<file path="config.mk">
export PLATFORM = sky130hd
export DESIGN_NAME = spi_master
export DESIGN_NICKNAME = d
export VERILOG_FILES = /design/src/rtl/spi_master.sv
export SDC_FILE = /design/constraint.sdc
export NUM_CORES = 1
export LEC_CHECK = 0
export CAP_MARGIN = 5
export CORE_MARGIN = 5
export CORE_UTILIZATION = 31
export CTS_CLUSTER_DIAMETER = 50
export DETAILED_ROUTE_END_ITERATION = 8
export GPL_ROUTABILITY_DRIVEN = 1
export HOLD_SLACK_MARGIN = 0.08
export SKIP_CTS_REPAIR_TIMING = 1
export SKIP_LAST_GASP = 1
export SYNTH_ARGS = -nofsm -noshare
export SYNTH_HDL_FRONTEND = slang
export SYNTH_SLANG_ARGS = --single-unit
</file>
<file path="constraint.sdc">
create_clock -name clk -period 4.8 [get_ports clk]
set_input_delay 0.72 -clock clk [delete_from_list [all_inputs] [get_ports clk]]
set_output_delay 0.72 -clock clk [all_outputs]
set_load 0.01 [all_outputs]
</file>
<file path="src/rtl/spi_master.sv">
// SPI mode-0 initiator: one 32-bit frame (16-bit header, turnaround, 16-bit data)
// per accepted start, with a 2-flop miso synchronizer and read-data capture.
module spi_master #(
  parameter int SCLK_DIV  = 5,
  parameter int SSN_SETUP = 4,
  parameter int TA_CYCLES = 20,
  parameter int SSN_HOLD  = 4,
  parameter int SSN_GAP   = 10
) (
  input  logic        clk,
  input  logic        reset,
  input  logic        start,
  input  logic        rw,
  input  logic [7:0]  addr,
  input  logic [15:0] wdata,
  output logic        busy,
  output logic        done,
  output logic [15:0] rdata,
  output logic        ssn,
  output logic        sclk,
  output logic        mosi,
  input  logic        miso
);

  localparam int CW = 16;

  typedef enum logic [2:0] {
    IDLE       = 3'd0,
    SETUP      = 3'd1,
    SHIFT_HDR  = 3'd2,
    TURNAROUND = 3'd3,
    SHIFT_DATA = 3'd4,
    HOLD       = 3'd5,
    GAP        = 3'd6
  } state_t;

  state_t        state;
  state_t        state_next;
  logic [CW-1:0] cnt;
  logic [4:0]    bit_cnt;
  logic          sclk_hi;
  logic [31:0]   tx_sh;
  logic          rw_q;
  logic          miso_s1;
  logic          miso_s2;
  logic [1:0]    cap_pipe;
  logic [15:0]   rx_sh;
  logic [15:0]   rx_in;

  logic in_shift;
  logic half_end;
  logic fall_now;
  logic bit_end;
  logic last_bit;

  assign in_shift = (state == SHIFT_HDR) || (state == SHIFT_DATA);
  assign half_end = (cnt == CW'(SCLK_DIV - 1));
  assign fall_now = in_shift && half_end && sclk_hi;
  assign bit_end  = in_shift && half_end && !sclk_hi;
  assign last_bit = bit_end && (bit_cnt == 5'd15);
  assign rx_in    = {rx_sh[14:0], miso_s2};

  // State register
  always_ff @(posedge clk or negedge reset) begin
    if (!reset) state <= IDLE;
    else        state <= state_next;
  end

  // Next-state logic
  always_comb begin
    state_next = state;
    case (state)
      IDLE:       if (start)                          state_next = SETUP;
      SETUP:      if (cnt == CW'(SSN_SETUP - 1))      state_next = SHIFT_HDR;
      SHIFT_HDR:  if (last_bit)                       state_next = TURNAROUND;
      TURNAROUND: if (cnt == CW'(TA_CYCLES - 1))      state_next = SHIFT_DATA;
      SHIFT_DATA: if (last_bit)                       state_next = HOLD;
      HOLD:       if (cnt == CW'(SSN_HOLD - 1))       state_next = GAP;
      GAP:        if (cnt == CW'(SSN_GAP - 1))        state_next = IDLE;
      default:                                        state_next = IDLE;
    endcase
  end

  // Timing counters and serial clock phase
  always_ff @(posedge clk or negedge reset) begin
    if (!reset) begin
      cnt     <= '0;
      bit_cnt <= '0;
      sclk_hi <= 1'b0;
    end else if (state_next != state) begin
      cnt     <= '0;
      bit_cnt <= '0;
      sclk_hi <= (state_next == SHIFT_HDR) || (state_next == SHIFT_DATA);
    end else if (state == IDLE) begin
      cnt     <= '0;
    end else if (in_shift && half_end) begin
      cnt     <= '0;
      sclk_hi <= !sclk_hi;
      if (bit_end) bit_cnt <= bit_cnt + 5'd1;
    end else begin
      cnt     <= cnt + CW'(1);
    end
  end

  // Transmit shift register: advances only as sclk falls, so mosi is stable at every rise
  always_ff @(posedge clk or negedge reset) begin
    if (!reset) begin
      tx_sh <= '0;
      rw_q  <= 1'b0;
    end else if (state == IDLE && start) begin
      tx_sh <= {addr, rw, 7'd0, (rw ? 16'd0 : wdata)};
      rw_q  <= rw;
    end else if (fall_now) begin
      tx_sh <= {tx_sh[30:0], 1'b0};
    end
  end

  // The capture strobe is delayed by the synchronizer depth, so the bit shifted in
  // is the one miso carried during the last clk of the sclk high phase.
  always_ff @(posedge clk or negedge reset) begin
    if (!reset) begin
      miso_s1  <= 1'b0;
      miso_s2  <= 1'b0;
      cap_pipe <= '0;
      rx_sh    <= '0;
    end else begin
      miso_s1  <= miso;
      miso_s2  <= miso_s1;
      cap_pipe <= {cap_pipe[0], (state == SHIFT_DATA) && fall_now};
      if (cap_pipe[1]) rx_sh <= rx_in;
    end
  end

  // rdata is published once, when ssn rises; the last capture may land on that same edge
  always_ff @(posedge clk or negedge reset) begin
    if (!reset) begin
      rdata <= '0;
    end else if (state == HOLD && state_next == GAP && rw_q) begin
      rdata <= cap_pipe[1] ? rx_in : rx_sh;
    end
  end

  // Output decode
  always_comb begin
    ssn  = 1'b1;
    sclk = 1'b0;
    mosi = 1'b0;
    busy = (state != IDLE);
    done = (state == GAP) && (cnt == '0);
    case (state)
      SETUP, TURNAROUND, HOLD: begin
        ssn  = 1'b0;
        mosi = tx_sh[31];
      end
      SHIFT_HDR, SHIFT_DATA: begin
        ssn  = 1'b0;
        mosi = tx_sh[31];
        sclk = sclk_hi;
      end
      default: begin
        ssn  = 1'b1;
      end
    endcase
  end

endmodule

</file>
==> flow_metrics.tcl, run 1 <==
set metrics [dict create \
    layout_common_cells "94 x dfrtp_1, 71 x nand2_1, 48 x clkdlybuf4s50_1" \
    dp_cells 598 \
    crit_buf_inv 1 \
    drive_gt1_share_pct 14.8 \
    vias_per_cell 4.88 \
    path_class "reg2out" \
    crit_family "simple AND/OR/NAND/NOR gates" \
    min_path_type "reg2reg" \
    ys.flop_type "dfrtp_1" \
    synthSimpleGateAreaFrac_pct 19.0 \
    synthAdderAreaFrac_pct 1.46 \
    synth_edf_count 0 \
    cp-start-kind "flip-flop" \
    syn_nets 424 \
    port_buffers 49 \
    hold_slack_ps 348 \
    slew_headroom_pct 29.3 \
    combPwrFrac_pct 2.6 \
    die_y_um 128 \
    cts_root_buf "clkbuf_16" \
    diodes 0 \
    ys_seq_area_share_pct 54.8 \
    num_vias 2991 \
    max-cap-violations 0 \
    p_leak_nw 2.39 \
    timing.final.crit_share_pct 70.4 \
    instances_no_fill 613 \
    finalNetCount 463 \
    grt_pass1_vias 2925 \
    rsz0062_at_grt "false" \
    ant_nets 0 \
    cp-end-kind "output port" \
    route.detailed.wl_per_inst_um 14.4 \
    core-area_um2 13700 \
    syn_area_um2 4290 \
    num_rows 43 \
    final_common_cell "dfrtp_1" \
    grt_max_degree 61 \
    period_minus_slack_ps 3380 \
    synth_warnings 0 \
    max_freq_mhz 296 \
    fillers 1353 \
    synth_mux_area_share_pct 9.56 \
    crit_chain "or4_4 -> nor4_4 -> nand2_1 -> nor3_1 -> clkdlybuf4s50_1" \
    h-tree-depth 3 \
    pwr-share-seq_pct 49.6 \
    finalSetupTns_ps 0 \
    drc_errors 0 \
    grt_first_pass_wirelength_um 14800 \
    clk_latency_ps 340 \
    p_switching_mw 0.327 \
    routed_wl_um 8840 \
    async_flop_share_pct 100 \
    worst_pin_slew_ps 1060 \
    worstPathMaxFanout 5 \
    first_pass_iters 4 \
    avgSynthCellArea_um2 11.0 \
    io_pins 50 \
    netlist_instances 390 \
    dieArea_um2 16300 \
    yosysUniqueCellTypes 43 \
    gr-total-overflow 0 \
    antenna_found_initial 0 \
    clockBufferDepth 2 \
    drtIter0Drc 170 \
    grt_usage_pct 11.5 \
    p_clk_share_pct 47.8 \
    p_int_mw 1.27 \
    cts-buffers-inserted 9 \
    worst_clock_skew_ps 4.89 \
    crit_required_ps 4080 \
    synth_xor_area_share_pct 4.08 \
    syn_to_final_growth_pct 22.1 \
    vdd_drop_max_v 0.000163 \
    powerDensity_nw_per_um2 305 \
    synth-seq-cells 94 \
    die_w_um 128 \
    arrival_ps 2660 \
    synth_compound_area_share_pct 7.64 \
    clk_pin_slew_ps 70 \
    start_util_pct 31.3 \
    max_stage_delay_ps 610 \
    utilization_pct 38.2 \
    netSwitchingFraction_pct 20.5 \
    setup_violations 0 \
    drv_slew 0 \
    outcome "complete, no violations" \
    hold_violations 0 \
    synth_top_family_by_area "simple AND/OR/NAND/NOR gates" \
    crit_path_top_delay_cell "or4_4" \
    gp_congestion 0.806 \
    cts_num_sinks 94 \
    cts_tree "done" \
    dp_hpwl_um 6180 \
]
-- layout make-up --
class                           instances  area, um^2  share of cell area [%]
Timing Repair Buffer                   52         510                    9.74
Sequential cell                        94        2350                    44.9
Clock inverter                          6        93.8                    1.79
Inverter                               10        37.5                   0.716
Multi-Input combinational cell        262        1800                    34.3
Tap cell                              180         225                    4.30
Clock buffer                            9         225                    4.30
-- per-stage QoR --
stage	total power, mW	setup WS, ps	instance area (um^2)
final	1.60	1420	5240
after CTS	1.63	1390	5240
after floorplan	0.809	2450	4290
after global routing	1.66	1350	5240
after global placement	0.850	1830	4920
after detailed placement	0.851	1800	4920
-- per-layer routing --
layer / vias up / GRT usage [%] / wire [um]
met3: 14 / 3.42 / 382
met2: 51 / 17.3 / 4200
met1: 1487 / 15.3 / 4090
li1: 1439 / - / -
met4: 0 / 5.18 / 174
met5: - / 0 / 0
-- synthesized netlist by cell type, drive strengths merged (2+ instances only) --
cell | count | area share, %
nor4 | 7 | 2.2
and4 | 2 | 0.41
a31oi | 2 | 0.29
xor2 | 13 | 2.7
o31ai | 4 | 1.0
o21ai | 10 | 1.2
dfrtp | 94 | 55
clkbuf | 13 | 1.1
and2 | 4 | 0.58
or3 | 2 | 0.41
or2 | 3 | 0.44
xnor2 | 7 | 1.4
nor3b | 3 | 0.52
nand3 | 8 | 0.93
nand2b | 2 | 0.29
and3 | 4 | 0.58
mux2i | 5 | 1.2
ha | 5 | 1.5
nand2 | 71 | 6.2
or4 | 2 | 0.44
nand4b | 2 | 0.41
nand4 | 3 | 0.58
inv | 10 | 0.87
a21oi | 5 | 0.58
mux2 | 32 | 8.4
nor3 | 25 | 2.9
buf | 11 | 1.5
nand3b | 6 | 1.0
a22oi | 20 | 3.5
nor2 | 9 | 0.79
-- cell families after synthesis --
| group | after synthesis |
|---|---|
| muxes | 37 |
| xor gates and xnor gates | 20 |
| buffers and inverters | 34 |
| adders and majority gates | 5 |
| and+or+nand+nor | 154 |
| DFF | 94 |
| AOI/OAI and AO/OA | 46 |
-- state kept, by name, indices dropped and copies added (netlist names) --
signal,flops
miso_s1,1
cap_pipe,2
miso_s2,1
sclk_hi,1
bit_cnt,5
rdata,16
tx_sh,32
cnt,16
rw_q,1
rx_sh,16
state,3
-- worst reg2reg max path: stages (launching register included) --
cell and delay, ps:
dfrtp_1 440, or4_4 610, nor4_4 290, and3_1 650
buf_4 390, mux2i_1 210, o21ai_0 80
-- power by group through the flow --
stage / Clock (mW) / Combinational, mW / Sequential (mW)
after global placement: 0 / 0.0421 / 0.808
after detailed placement: 0 / 0.0431 / 0.808
after floorplan: 0 / 0.000617 / 0.808
after global routing: 0.819 / 0.0462 / 0.792
after CTS: 0.797 / 0.0432 / 0.793
final: 0.765 / 0.0410 / 0.793
-- worst paths after layout --
| check | depth (start not counted) | slack (ps) | start | endpoint |
|---|---|---|---|---|
| max reg2reg | 6 | 1980 | cnt[11] | tx_sh[8] |
| max in group asynchronous | 2 | 3420 | reset | tx_sh[29] |
| min reg2reg | 0 | 350 | miso_s1 | miso_s2 |
| min in group asynchronous | 1 | 440 | reset | rdata[3] |
| min | 0 | 350 | miso_s1 | miso_s2 |
| max | 5 | 1420 | cnt[11] | done |
Power figures use the tool's default switching activity.
==> run 2, diff against run 1 <==
==> constraint.sdc (replaced) <==
create_clock -name clk -period 2.7 [get_ports clk]
set_input_delay 0.405 -clock clk [delete_from_list [all_inputs] [get_ports clk]]
set_output_delay 0.405 -clock clk [all_outputs]
set_load 0.01 [all_outputs]
==> run 2 against run 1 <==
Net effect: non-clock buffer count up 12; total power up 78%; cell area up 2.4%; clock power up 79%; sequential power up 78%; sequential share of layout area down 1.1 points; register-to-register slack worse by 1600 ps; largest power group unchanged; hold slack better by 2.8 ps; first-iteration DRC count up 6.5%; global-route usage up 0.53 points; routed wire length up 3.4%; critical endpoint unchanged.
==> flow_metrics.tcl, run 2 (synthesis results as in run 1) <==
set metrics [dict create \
    max_freq_mhz 400 \
    p_leak_nw 2.47 \
    drc_errors 0 \
    antenna_found_initial 0 \
    cts_root_buf "clkbuf_16" \
    worstPathMaxFanout 5 \
    vias_per_cell 4.83 \
    die_y_um 128 \
    drtIter0Drc 181 \
    dp_cells 609 \
    rsz0062_at_grt "false" \
    instances_no_fill 626 \
    path_class "reg2out" \
    syn_to_final_growth_pct 25.1 \
    use_met1_pct 15.5 \
    max-cap-violations 0 \
    dp_worst_setup_slack_ps 126 \
    first_pass_iters 4 \
    die_w_um 128 \
    hold_slack_ps 351 \
    setup_violations 0 \
    timing.final.crit_share_pct 92.6 \
    multiInputGateArea_um2 1800 \
    arrival_ps 2090 \
    grt_max_degree 63 \
    powerDensity_nw_per_um2 531 \
    min_path_type "reg2reg" \
    h-tree-depth 3 \
    gr-total-overflow 0 \
    crit_family "simple AND/OR/NAND/NOR gates" \
    num_vias 3021 \
    cts_num_sinks 94 \
    regMostFlops "tx_sh" \
    io_pins 50 \
    setup_slack_ps 200 \
    crit_required_ps 2300 \
    clockBufferDepth 2 \
    num_rows 43 \
    cts_tree "done" \
    gp_congestion 0.845 \
    worst_clock_skew_ps 6.81 \
    core-area_um2 13700 \
    crit_path_top_delay_cell "or4_4" \
    grt_usage_pct 12.0 \
    routed_wl_um 9140 \
    final_common_cell "dfrtp_1" \
    slew_headroom_pct 31.8 \
    grt_pass1_vias 3131 \
    port_buffers 49 \
    cts-buffers-inserted 9 \
    period_minus_slack_ps 2500 \
    cp-end-kind "output port" \
    largest_reg_flops 32 \
    start_util_pct 31.3 \
    crit_buf_inv 1 \
    power_mw 2.85 \
    crit_chain "or4_4 -> nor4_4 -> nand2_1 -> nor3_2 -> dlymetal6s2s_1" \
    drv_slew 0 \
    clk_latency_ps 350 \
    busiest_layer "met2" \
    grt.met3_usage_pct 4.25 \
    worst_pin_slew_ps 1020 \
    layout_common_cells "94 x dfrtp_1, 71 x nand2_1, 47 x clkdlybuf4s50_1" \
    dieArea_um2 16300 \
    grt_first_pass_wirelength_um 15600 \
    max_stage_delay_ps 610 \
    route.detailed.wl_per_inst_um 14.6 \
    ant_nets 0 \
    fillers 1349 \
    drive_gt1_share_pct 17.3 \
    finalNetCount 475 \
    dp_hpwl_um 6310 \
    diodes 0 \
    clk_pin_slew_ps 70 \
    vdd_drop_max_v 0.000264 \
    use_met2_pct 19.1 \
    hold_violations 0 \
    seq_area_um2 2350 \
    outcome "complete, no violations" \
    cp-start-kind "flip-flop" \
]
## run 2: worst paths after layout
check,startpoint,slack [ps],end,cells after the start
worst max-delay path,cnt[11],200,done,5
worst max register to register,state[2],340,tx_sh[31],4
worst min register to register,miso_s1,350,miso_s2,0
min in group asynchronous,reset,540,rdata[3],2
worst min-delay path,miso_s1,350,miso_s2,0
max in group asynchronous,reset,1460,cnt[2],3
## run 2: stage by stage
stage / util [%] / instance area, um^2 / TNS [ps]
global route: 39.1 / 5370 / 0
detailed placement: 36.7 / 5030 / 0
finish: 39.1 / 5370 / 0
floorplan: - / 4290 / 0
global placement: 36.7 / 5030 / 0
CTS: 39.0 / 5350 / -277
## run 2: layout make-up
cell class	instances	area share, %
inverters	10	0.699
clock buffers	9	4.19
repair buffers	64	11.7
multi-input cells	262	33.6
clock inverters	7	1.79
well taps	180	4.19
flip-flops and latches	94	43.8
## run 2: routing by layer
metal,part of all wire (%),vias to the layer above
met5,0,-
met4,1.2,0
met1,46,1494
li1,-,1457
met3,4.8,9
met2,48,61
## run 2: where the power goes
part           switching [mW]  leakage, nW  total [mW]  internal (mW)
clock                   0.554        0.148        1.37          0.812
combinational          0.0370         1.08      0.0769         0.0399
sequential           0.000282         1.24        1.41           1.41
